[src/rtl/dmem_arbiter.sv]
// -----------------------------------------------------------------------------
// dmem_arbiter
//
// Shares one single-cycle data-memory port between the pipeline MEM stage and
// a debug requester. The pipeline owns the port by default. A debug request
// takes the port for exactly one cycle in two cases:
//   - the pipeline is idle that cycle, or
//   - the debug request has been starved for STARVE_MAX pipeline cycles.
// While debug owns the port, an active pipeline access is stalled and retried
// on the following cycle.
//
// Debug handshake (req/gnt): the requester raises d_req together with d_we,
// d_addr and d_wdata, and holds all four stable until it sees d_gnt = 1. The
// access is performed in the d_gnt cycle. Dropping d_req before d_gnt
// withdraws the request. A read returns d_rdata with d_rvalid = 1 in the cycle
// after d_gnt; writes never produce d_rvalid.
//
// Ports
//   clk, reset             clock; asynchronous active-low reset
//   p_rd, p_wr             pipeline read / write request
//   p_addr, p_wdata,       pipeline address, write data and access size
//   p_func3
//   p_rdata, p_stall       pipeline read data, MEM-stage hold request
//   d_req, d_we            debug request, write select
//   d_addr, d_wdata        debug address and write data (always word access)
//   d_gnt, d_rvalid,       debug grant, read-valid and read data
//   d_rdata
//   m_rd, m_wr, m_addr,    data-memory port
//   m_wdata, m_func3
//   m_rdata                memory read data, valid in the same cycle as m_rd
//   dbg_state              current arbiter state (P_OWN=0, D_OWN=1, D_RESP=2)
//   dbg_starve_cnt         current debug starvation count
// -----------------------------------------------------------------------------
module dmem_arbiter #(
    parameter int DATA_W     = 32,
    parameter int DM_ADDRESS = 9,
    parameter int STARVE_MAX = 8
) (
    input  logic                  clk,
    input  logic                  reset,

    input  logic                  p_rd,
    input  logic                  p_wr,
    input  logic [DM_ADDRESS-1:0] p_addr,
    input  logic [DATA_W-1:0]     p_wdata,
    input  logic [2:0]            p_func3,
    output logic [DATA_W-1:0]     p_rdata,
    output logic                  p_stall,

    input  logic                  d_req,
    input  logic                  d_we,
    input  logic [DM_ADDRESS-1:0] d_addr,
    input  logic [DATA_W-1:0]     d_wdata,
    output logic                  d_gnt,
    output logic                  d_rvalid,
    output logic [DATA_W-1:0]     d_rdata,

    output logic                  m_rd,
    output logic                  m_wr,
    output logic [DM_ADDRESS-1:0] m_addr,
    output logic [DATA_W-1:0]     m_wdata,
    output logic [2:0]            m_func3,
    input  logic [DATA_W-1:0]     m_rdata,

    output logic [1:0]            dbg_state,
    output logic [3:0]            dbg_starve_cnt
);

    typedef enum logic [1:0] {
        P_OWN  = 2'd0,
        D_OWN  = 2'd1,
        D_RESP = 2'd2
    } state_t;

    localparam logic [3:0] STARVE_LIM = 4'(STARVE_MAX);
    localparam logic [2:0] FUNC3_WORD = 3'b010;

    state_t     state;
    logic [3:0] starve_cnt;

    logic p_active;
    logic debug_cycle;
    logic take_debug;

    assign p_active    = p_rd | p_wr;
    assign debug_cycle = (state == D_OWN);

    // Debug wins immediately when the pipeline leaves the port free, or once
    // it has been denied often enough to hit the starvation limit.
    assign take_debug = d_req & (~p_active | (starve_cnt == STARVE_LIM));

    // Memory port mux. Outside D_OWN (including while reset is held, since
    // state is forced to P_OWN) the pipeline drives the port directly; an
    // illegal p_rd & p_wr combination is passed through unchanged.
    always_comb begin
        m_rd    = p_rd;
        m_wr    = p_wr;
        m_addr  = p_addr;
        m_wdata = p_wdata;
        m_func3 = p_func3;
        if (debug_cycle) begin
            m_rd    = ~d_we;
            m_wr    = d_we;
            m_addr  = d_addr;
            m_wdata = d_wdata;
            m_func3 = FUNC3_WORD;
        end
    end

    // Read data reaches the pipeline whenever it owns the port. In D_OWN the
    // pipeline is stalled and ignores this value.
    assign p_rdata = m_rdata;

    // Combinational so the MEM stage holds in the very cycle it loses the port.
    assign p_stall = debug_cycle & p_active;

    assign dbg_state      = state;
    assign dbg_starve_cnt = starve_cnt;

    always_ff @(posedge clk or negedge reset) begin
        if (!reset) begin
            state      <= P_OWN;
            starve_cnt <= 4'd0;
            d_gnt      <= 1'b0;
            d_rvalid   <= 1'b0;
            d_rdata    <= '0;
        end else begin
            case (state)
                P_OWN, D_RESP: begin
                    d_rvalid <= 1'b0;
                    if (take_debug) begin
                        state      <= D_OWN;
                        d_gnt      <= 1'b1;
                        starve_cnt <= 4'd0;
                    end else begin
                        state <= P_OWN;
                        d_gnt <= 1'b0;
                        // A waiting request that was not taken implies an
                        // active pipeline, so it was a denied cycle.
                        if (!d_req) begin
                            starve_cnt <= 4'd0;
                        end else if (p_active && (starve_cnt != STARVE_LIM)) begin
                            starve_cnt <= starve_cnt + 4'd1;
                        end
                    end
                end

                D_OWN: begin
                    // Every debug access is exactly one memory cycle.
                    state      <= D_RESP;
                    d_gnt      <= 1'b0;
                    starve_cnt <= 4'd0;
                    d_rvalid   <= ~d_we;
                    if (!d_we) begin
                        d_rdata <= m_rdata;
                    end
                end

                default: begin
                    state      <= P_OWN;
                    d_gnt      <= 1'b0;
                    d_rvalid   <= 1'b0;
                    starve_cnt <= 4'd0;
                end
            endcase
        end
    end

endmodule

[config.mk]
export PLATFORM = sky130hd
export DESIGN_NAME = dmem_arbiter
export DESIGN_NICKNAME = d
export VERILOG_FILES = /design/src/rtl/dmem_arbiter.sv
export SDC_FILE = /design/constraint.sdc
export NUM_CORES = 1
export LEC_CHECK = 0
export BUFFER_PORTS_ARGS = -buffer_cell sky130_fd_sc_hd__buf_2
export CAP_MARGIN = 10
export CORE_AREA = 2 2 94 96
export CTS_CLUSTER_DIAMETER = 200
export CTS_CLUSTER_SIZE = 28
export DETAILED_ROUTE_END_ITERATION = 12
export DIE_AREA = 0 0 96 98
export GPL_TIMING_DRIVEN = 0
export PLACE_DENSITY = 0.66
export SYNTH_ARGS = -nofsm -noshare
export SYNTH_HDL_FRONTEND = slang
export SYNTH_SLANG_ARGS = --single-unit
[constraint.sdc]
create_clock -name clk -period 1.7 [get_ports clk]
set_input_delay 0.255 -clock clk [delete_from_list [all_inputs] [get_ports clk]]
set_output_delay 0.255 -clock clk [all_outputs]
set_load 0.03 [all_outputs]
==> flow_metrics.env, run 1 <==
export IMPL_clkLatencyLatePin_ps=280
export IMPL_drt_vias_per_instance=4.257
export IMPL_netlist_top_cells_area="dfrtp_1 42%, nand2_1 20%, mux2_1 13%"
export IMPL_nNetsFinal=648
export IMPL_worstSetupStartpoint="dbg_state[1]$_DFF_PN0_"
export IMPL_routedWlPerCell_um=12.86
export IMPL_cts_htree_levels=2
export IMPL_setup_viol=30
export IMPL_ios=242
export IMPL_drc=0
export IMPL_crit_arrival_ps=1500
export IMPL_p_per_area_mw_per_mm2=850.4
export IMPL_timing_rr_start="dbg_state[1]$_DFF_PN0_"
export IMPL_synth_area_per_cell_um2=8.721
export IMPL_die_x_um=96
export IMPL_worst_pin_slew_ps=848.2
export IMPL_finalClockSkew_ps=9.469
export IMPL_layout_drive_gt1_share_pct=66.35
export IMPL_clk_pin_slew_ps=80
export IMPL_fin_crit_sh_pct=103.5
export IMPL_synth_seq_area_share_pct=41.91
export IMPL_cts_tree="yes"
export IMPL_drt_iter0_drc=51
export IMPL_ys_warnings_count=0
export IMPL_clk_path_buf_depth=2
export IMPL_ant_nets=0
export IMPL_fin_cells=631
export IMPL_overflow=0
export IMPL_ir_drop_uv=633.9
export IMPL_max_freq_ghz=0.5686
export IMPL_portBuffers=241
export IMPL_grt_util_all_layers_pct=15.00
export IMPL_start_util_pct=27.51
export IMPL_grt_max_degree=40
export IMPL_cp_max_fo=10
export IMPL_antenna_cells=0
export IMPL_netlist_area_mm2=0.002328
export IMPL_muxShareOfSynthArea_pct=15.48
export IMPL_nFillCells=777
export IMPL_synthCells=267
export IMPL_status="complete, but fails checks"
export IMPL_wl_mm=8.112
export IMPL_synth_top_family_by_area="simple AND/OR/NAND/NOR gates"
export IMPL_rsz0062_at_grt="true"
export IMPL_critPathLaunchType="register"
export IMPL_place_area_mm2=0.003670
export IMPL_areaGrowthSynthToFinish_pct=86.78
export IMPL_synthSimpleGateAreaFrac_pct=25.04
export IMPL_gp_congestion=0.7024
export IMPL_hold_ws_ps=72.04
export IMPL_via_count=2686
export IMPL_clock_sinks=39
export IMPL_antenna_found_initial=0
export IMPL_dr_pass1_iters=4
export IMPL_synth_adder_area_share_pct=1.075
export IMPL_hold_viol=0
export IMPL_place_inst=616
export IMPL_synth_nets=392
export IMPL_die_h_um=98
export IMPL_fin_area_mm2=0.004349
export IMPL_grt_pass1_wl_mm=11.33
export IMPL_maxSlewViolCount=0
export IMPL_core_area_mm2=0.008466
export IMPL_cts_hold_buf=0
export IMPL_critPathKind="reg2out"
export IMPL_fin_ws_ps=-58.72
export IMPL_critPathCaptureType="primary output"
export IMPL_synth_top_area_share_pct=41.91
export IMPL_drv_cap=0
export IMPL_dieArea_mm2=0.009408
export IMPL_period_minus_slack_ps=1759
export IMPL_failed_checks="negative setup slack"
export IMPL_synth_cell_types=22
export IMPL_synth_seq_cells=39
export IMPL_p_leak_uw=0.002485
export IMPL_synth_xor_area_share_pct=0.7523
export IMPL_hpwl_mm=6.000
export IMPL_synth_compound_area_share_pct=0.3224
export IMPL_cp_required_ps=1440
export IMPL_grt_pass1_vias=2523
export IMPL_setup_tns_ps=-450.6
export IMPL_cts_buffers=5
export IMPL_dp_slack_ps=62.05
export IMPL_rows=34
export IMPL_slew_headroom_pct=43.45
export IMPL_hp_class="in2async"
export IMPL_synth_top_cell_by_area="dfrtp_1"
export IMPL_cts_root_buf="clkbuf_8"
[power breakdown]
group | switching (uW) | internal (uW) | total (uW)
clock | 313 | 429 | 742
combinational | 1070 | 670 | 1740
sequential | 89.1 | 1130 | 1220
[area by class of cell]
cell class | instances | area (um2) | share of cell area, %
plain buffers | 45 | 424.2 | 9.753
flip-flops and latches | 39 | 975.9 | 22.44
multi-input cells | 179 | 1116 | 25.66
well taps | 108 | 135.1 | 3.107
clock buffers | 5 | 68.82 | 1.582
repair buffers | 249 | 1569 | 36.08
clock inverters | 2 | 37.54 | 0.8631
inverters | 4 | 22.52 | 0.5178
[critical path, cell delays in order (launching register included)]
cell and delay, ps:
dfrtp_1 380, nand2b_4 220, buf_12 180, buf_8 130, nand2_1 80, nand2_1 90
buf_6 140
[layout by cell type, fill, tap and decap left out, drive strengths merged]
master / n
xnor2: 1
bufinv: 1
a21o: 1
clkinvlp: 1
nand2b: 3
ha: 2
dfrtp: 39
mux2: 32
nand2: 123
nor2: 11
and2: 2
inv: 4
nand3: 1
or3: 1
and3b: 1
xor2: 1
buf: 291
clkbuf: 8
[registers in the layout (all words and copies together), names as in the netlist]
signal and flops:
d_rdata 32, dbg_starve_cnt 4, d_gnt 1, d_rvalid 1
dbg_state 1
[cells by family (layout without fill, tap and decap cells)]
logic type / count (synthesis) / in the layout
buf+inv: 49 / 305
fa+ha+maj: 2 / 2
flops: 39 / 39
compound gates: 1 / 1
mux: 32 / 32
simple gates: 142 / 142
xor+xnor: 2 / 2
[worst paths after layout]
check / end / slack (ps) / cells past startpoint
worst max register to register: d_rdata[5]$_DFFE_PN0P_ / 140 / 5
worst min-delay path: d_rdata[7]$_DFFE_PN0P_ / 70 / 1
max in group asynchronous: dbg_starve_cnt[1]$_DFFE_PN0P_ / 1090 / 1
worst max-delay path: m_wdata[17] / -60 / 6
min in group clk: d_rdata[31]$_DFFE_PN0P_ / 200 / 2
worst min register to register: d_rdata[9]$_DFFE_PN0P_ / 480 / 1
[through the flow]
stage / power, uW / utilization, %
after floorplan: 2234 / -
after global placement: 2768 / 43.35
after detailed placement: 2796 / 43.35
after CTS: 3640 / 47.32
after global routing: 3907 / 51.37
final: 3699 / 51.37
[per-layer routing]
metal | up-vias | part of all wire (%) | GRT usage (%)
met3 | 12 | 7.9 | 4.475
met2 | 118 | 53 | 26.28
li1 | 1314 | - | -
met4 | 0 | 1.4 | 3.297
met5 | - | 0 | 0
met1 | 1242 | 38 | 17.84
[what timing repair did]
action / in CTS / in global routing
hold endpoints to repair: 0 / 0
endpoints found under the setup margin: 42 / 43
pin swaps: 3 / 16
gates resized for setup: 70 / 96
gates cloned: 1 / 2
buffers inserted: 3 / 2
[Yosys cell counts]
library cell	n
a21o_1	1
and2_1	2
and3b_1	1
buf_12	2
buf_2	9
buf_4	33
buf_6	1
clkinv_1	1
dfrtp_1	39
ha_1	2
inv_1	3
mux2_1	27
mux2_2	5
nand2_1	123
nand2b_1	2
nand2b_4	1
nand3_1	1
nor2_1	10
nor2_8	1
or3_4	1
xnor2_1	1
xor2_1	1
Note: power is estimated with default switching activity, not from simulation.
==> inputs of run 2 (changes only) <==
- BUFFER_PORTS_ARGS: -buffer_cell sky130_fd_sc_hd__buf_2 -> -buffer_cell sky130_fd_sc_hd__clkbuf_2
==> run 2 against run 1 <==
Net effect:
- the flow still finishes with violations (negative setup slack)
- flip-flop and latch count unchanged
- global-route usage up 0.71 points
- register-to-register slack about the same
- combinational power up 5%
- critical path depth unchanged
- highest routed layer unchanged
==> flow_metrics.env, run 2 (same netlist as run 1, synthesis figures left out) <==
export IMPL_cts_htree_levels=2
export IMPL_max_flop_register="d_rdata"
export IMPL_dieArea_mm2=0.009408
export IMPL_clock_power_share_pct=19.4
export IMPL_die_x_um=96
export IMPL_finalClockSkew_ps=8.428
export IMPL_ir_drop_uv=615.1
export IMPL_critPathKind="reg2out"
export IMPL_r2r_slack_ps=140
export IMPL_clock_sinks=39
export IMPL_layout_drive_gt1_share_pct=72.94
export IMPL_final_common_cell="clkbuf_2"
export IMPL_worstRegToRegCells=5
export IMPL_dr_pass1_iters=4
export IMPL_wl_mm=8.422
export IMPL_routedWlPerCell_um=13.39
export IMPL_top_usage_layer="met2"
export IMPL_cts_root_buf="clkbuf_8"
export IMPL_setup_viol=10
export IMPL_setup_tns_ps=-78.99
export IMPL_timing_rr_start="dbg_state[1]$_DFF_PN0_"
export IMPL_gp_congestion=0.6893
export IMPL_hp_class="in2async"
export IMPL_fin_area_mm2=0.004612
export IMPL_start_util_pct=27.51
export IMPL_cts_buffers=5
export IMPL_multiInputGateArea_mm2=0.001259
export IMPL_status="complete, but fails checks"
export IMPL_grt_util_all_layers_pct=15.71
export IMPL_cp_required_ps=1440
export IMPL_crit_arrival_ps=1470
export IMPL_grt_pass1_wl_mm=11.72
export IMPL_nNetsFinal=646
export IMPL_grt_max_degree=40
export IMPL_hpwl_mm=6.089
export IMPL_worstReg2RegEnd="d_rdata[5]$_DFFE_PN0P_"
export IMPL_drc=0
export IMPL_portBuffers=241
export IMPL_maxSlewViolCount=0
export IMPL_pwr_share_seq_pct=32.2
export IMPL_clkLatencyLatePin_ps=280
export IMPL_areaGrowthSynthToFinish_pct=98.07
export IMPL_fin_crit_sh_pct=101.5
export IMPL_hold_viol=0
export IMPL_antenna_cells=0
export IMPL_fin_ws_ps=-25.10
export IMPL_via_count=2724
export IMPL_grtUsageMet1_pct=16.91
export IMPL_ant_nets=0
export IMPL_clk_path_buf_depth=2
export IMPL_max_freq_ghz=0.5797
export IMPL_fin_cells=629
export IMPL_finish_utilization_pct=54.48
export IMPL_p_sw_uw=1515
export IMPL_cts_tree="yes"
export IMPL_core_area_mm2=0.008466
export IMPL_grt_util_met2_pct=28.15
export IMPL_register_area_um2=975.9
export IMPL_cp_max_fo=10
export IMPL_antenna_found_initial=0
export IMPL_comb_power_share_pct=48.3
export IMPL_critPathLaunchType="register"
export IMPL_place_area_mm2=0.003670
export IMPL_clk_pin_slew_ps=80
export IMPL_drt_iter0_drc=45
export IMPL_drv_cap=0
export IMPL_nFillCells=778
export IMPL_period_minus_slack_ps=1725
export IMPL_place_inst=616
export IMPL_die_h_um=98
export IMPL_ios=242
export IMPL_rows=34
export IMPL_switching_share_pct=39.92
export IMPL_failed_checks="negative setup slack"
export IMPL_finalPower_uw=3796
export IMPL_grt_pass1_vias=2622
export IMPL_overflow=0
export IMPL_drt_vias_per_instance=4.331
export IMPL_mostFrequentLayoutCells="200 x clkbuf_2, 54 x nand2_2, 52 x nand2_1"
export IMPL_use_met3_pct=5.093
export IMPL_rsz0062_at_grt="true"
export IMPL_largest_reg_flops=32
export IMPL_worst_pin_slew_ps=943.3
export IMPL_critPathCaptureType="primary output"
export IMPL_p_per_area_mw_per_mm2=823.0
export IMPL_cell_internal_pwr_uw=2280
export IMPL_slew_headroom_pct=37.11
export IMPL_p_leak_uw=0.002564
## run 2: metal layers
layer / part of all wire [%] / vias to the layer above
li1: - / 1313
met1: 36 / 1275
met2: 55 / 116
met3: 7.1 / 20
met4: 2.2 / 0
met5: 0 / -
## run 2: through the flow
| stage | hold WS [ps] | worst slack (ps) |
|---|---|---|
| 6_report | 101.6 | -25.10 |
| 4_1_cts | 145.6 | -26.38 |
| 5_1_grt | 180.1 | -82.12 |
| 3_3_place_gp | 455.0 | 88.37 |
| 2_1_floorplan | -40.59 | 9.005 |
| 3_5_place_dp | 461.4 | 64.45 |
## run 2: repair_timing
item / 4_1_cts / 5_1_grt
gates cloned: 1 / 2
resized for setup: 101 / 138
buffers inserted: 3 / 0
hold buffers: 0 / 0
endpoints found under the setup margin: 42 / 40
pin swaps: 8 / 20
## run 2: worst max-delay path, cell delays in order, from the launching register on
cell and delay, ps:
dfrtp_1 380, nand2b_4 210, buf_12 170, buf_8 140, nand2_1 90, nand2_2 70
buf_8 140
## run 2: power groups by stage
stage | Sequential [uW] | Combinational [uW] | Clock (uW)
4_1_cts | 1230 | 1700 | 777
2_1_floorplan | 1650 | 587 | 0
5_1_grt | 1250 | 1940 | 815
6_report | 1220 | 1830 | 738
3_3_place_gp | 1240 | 1540 | 0
3_5_place_dp | 1250 | 1560 | 0
## run 2: how the worst max path moves through the flow
stage / start / endpoint / depth (start not counted)
detailed placement: d_gnt$_DFF_PN0_ / m_wdata[30] / 6
finish: dbg_state[1]$_DFF_PN0_ / m_wdata[6] / 6
global route: dbg_state[1]$_DFF_PN0_ / m_wdata[6] / 6
floorplan: dbg_state[1]$_DFF_PN0_ / p_stall / 4
CTS: dbg_state[1]$_DFF_PN0_ / m_wdata[30] / 6
global placement: d_gnt$_DFF_PN0_ / m_wdata[30] / 6
## run 2: final cells by class
cell class | instances | area share [%]
buffer | 45 | 9.387
clock buffer | 5 | 1.492
clock inverter | 2 | 0.8139
inverter | 4 | 0.4341
multi-input combinational | 179 | 27.29
sequential | 39 | 21.16
tap | 108 | 2.930
timing repair buffer | 247 | 36.49
==> inputs of run 3 (changes only) <==
- SKIP_CTS_REPAIR_TIMING: unset -> 1
==> run 3 against run 2 <==
Net effect:
- the flow still finishes with violations (negative setup slack)
- via count is 4.5% lower
- non-clock buffer count is 4 higher
- largest cell class unchanged
- global-route usage is 1.4 points lower
- final cell count is 0.64% higher
==> flow_metrics.env, run 3 (same netlist as run 1, synthesis figures left out) <==
export IMPL_start_util_pct=27.51
export IMPL_hpwl_mm=6.089
export IMPL_multiInputGateArea_um2=993.5
export IMPL_drt_iter0_drc=39
export IMPL_die_x_um=96
export IMPL_failed_checks="negative setup slack"
export IMPL_antenna_found_initial=0
export IMPL_mostFrequentLayoutCells="201 x clkbuf_2, 123 x nand2_1, 47 x buf_4"
export IMPL_worstReg2RegEnd="d_rdata[23]$_DFFE_PN0P_"
export IMPL_antenna_cells=0
export IMPL_ios=242
export IMPL_hold_ws_ps=100.1
export IMPL_areaGrowthSynthToFinish_pct=70.23
export IMPL_hold_viol=0
export IMPL_fin_cells=633
export IMPL_fin_crit_sh_pct=102.7
export IMPL_setup_viol=36
export IMPL_register_area_um2=975.9
export IMPL_die_h_um=98
export IMPL_worst_pin_slew_ps=944.9
export IMPL_grt_pass1_wl_mm=10.85
export IMPL_fin_area_mm2=0.003964
export IMPL_nFillCells=880
export IMPL_finalClockSkew_ps=9.003
export IMPL_routedWlPerCell_um=11.35
export IMPL_final_common_cell="clkbuf_2"
export IMPL_maxSlewViolCount=0
export IMPL_grt_util_all_layers_pct=14.31
export IMPL_nNetsFinal=650
export IMPL_grt_max_degree=40
export IMPL_period_minus_slack_ps=1746
export IMPL_critPathKind="reg2out"
export IMPL_slew_headroom_pct=37.01
export IMPL_r2r_slack_ps=110
export IMPL_drc=0
export IMPL_core_area_mm2=0.008466
export IMPL_critPathBufInv=3
export IMPL_clkLatencyLatePin_ps=280
export IMPL_drt_vias_per_instance=4.109
export IMPL_cts_htree_levels=2
export IMPL_cp_top_family="buffers and inverters"
export IMPL_critPathLaunchType="register"
export IMPL_drv_cap=0
export IMPL_crit_arrival_ps=1490
export IMPL_cts_root_buf="clkbuf_8"
export IMPL_critPathCaptureType="primary output"
export IMPL_clk_pin_slew_ps=80
export IMPL_wl_mm=7.186
export IMPL_cpPeakStageDelay_ps=410
export IMPL_clock_sinks=39
export IMPL_fin_ws_ps=-45.93
export IMPL_p_leak_uw=0.002408
export IMPL_path_cells="nand2b_4 > clkinvlp_4 > buf_6 > nand2_1 > nand2_1 > clkbuf_4"
export IMPL_cp_required_ps=1440
export IMPL_finalPower_uw=3545
export IMPL_overflow=0
export IMPL_grt_pass1_vias=2426
export IMPL_cp_max_fo=10
export IMPL_ir_drop_uv=615.9
export IMPL_hp_class="in2async"
export IMPL_rows=34
export IMPL_timing_rr_start="dbg_state[1]$_DFF_PN0_"
export IMPL_gp_congestion=0.6893
export IMPL_slowest_stage="dfrtp_1"
export IMPL_rsz0062_at_grt="true"
export IMPL_ant_nets=0
export IMPL_cts_buffers=5
export IMPL_p_per_area_mw_per_mm2=894.4
export IMPL_crit_top_cell="nand2_1"
export IMPL_largest_reg_flops=32
export IMPL_dieArea_mm2=0.009408
export IMPL_via_count=2601
export IMPL_layout_drive_gt1_share_pct=59.43
export IMPL_place_area_mm2=0.003670
export IMPL_status="complete, but fails checks"
export IMPL_max_freq_ghz=0.5728
export IMPL_place_inst=616
export IMPL_worstRegToRegCells=6
export IMPL_portBuffers=241
export IMPL_clk_path_buf_depth=2
export IMPL_max_flop_register="d_rdata"
export IMPL_dr_pass1_iters=4
export IMPL_cts_tree="yes"
-- run 3: layer usage --
layer / up-vias / wire, um / global-route usage [%]
met2: 106 / 3776 / 26.07
met3: 6 / 637 / 4.167
met4: 0 / 59 / 2.308
met1: 1169 / 2712 / 16.57
met5: - / 0 / 0
li1: 1320 / - / -
-- run 3: worst max path at each step --
stage	from	endpoint	depth (start not counted)
5_1_grt	d_gnt$_DFF_PN0_	m_wr	6
4_1_cts	d_gnt$_DFF_PN0_	m_wdata[30]	6
2_1_floorplan	dbg_state[1]$_DFF_PN0_	p_stall	4
3_5_place_dp	d_gnt$_DFF_PN0_	m_wdata[30]	6
3_3_place_gp	d_gnt$_DFF_PN0_	m_wdata[30]	6
6_report	d_gnt$_DFF_PN0_	m_addr[6]	6
-- run 3: final cells by class --
| class | count | share of cell area (%) |
|---|---|---|
| Tap cell | 108 | 3.409 |
| Clock buffer | 5 | 1.736 |
| Multi-Input combinational cell | 179 | 25.06 |
| Sequential cell | 39 | 24.62 |
| Buffer | 45 | 9.912 |
| Inverter | 4 | 0.4735 |
| Clock inverter | 2 | 0.9470 |
| Timing Repair Buffer | 251 | 33.84 |
-- run 3: metrics by stage --
step	utilization [%]	setup TNS [ps]	setup slack, ps
2_1_floorplan	-	0	9.005
3_3_place_gp	43.35	0	88.37
3_5_place_dp	43.35	0	64.45
4_1_cts	44.61	-8599	-251.6
5_1_grt	46.82	-4508	-138.8
6_report	46.82	-597.0	-45.93
-- run 3: where the power goes --
group	switching, uW	internal (uW)
registers	96.0	1130
logic	1020	561
clock network	309	429
total	1430	2120
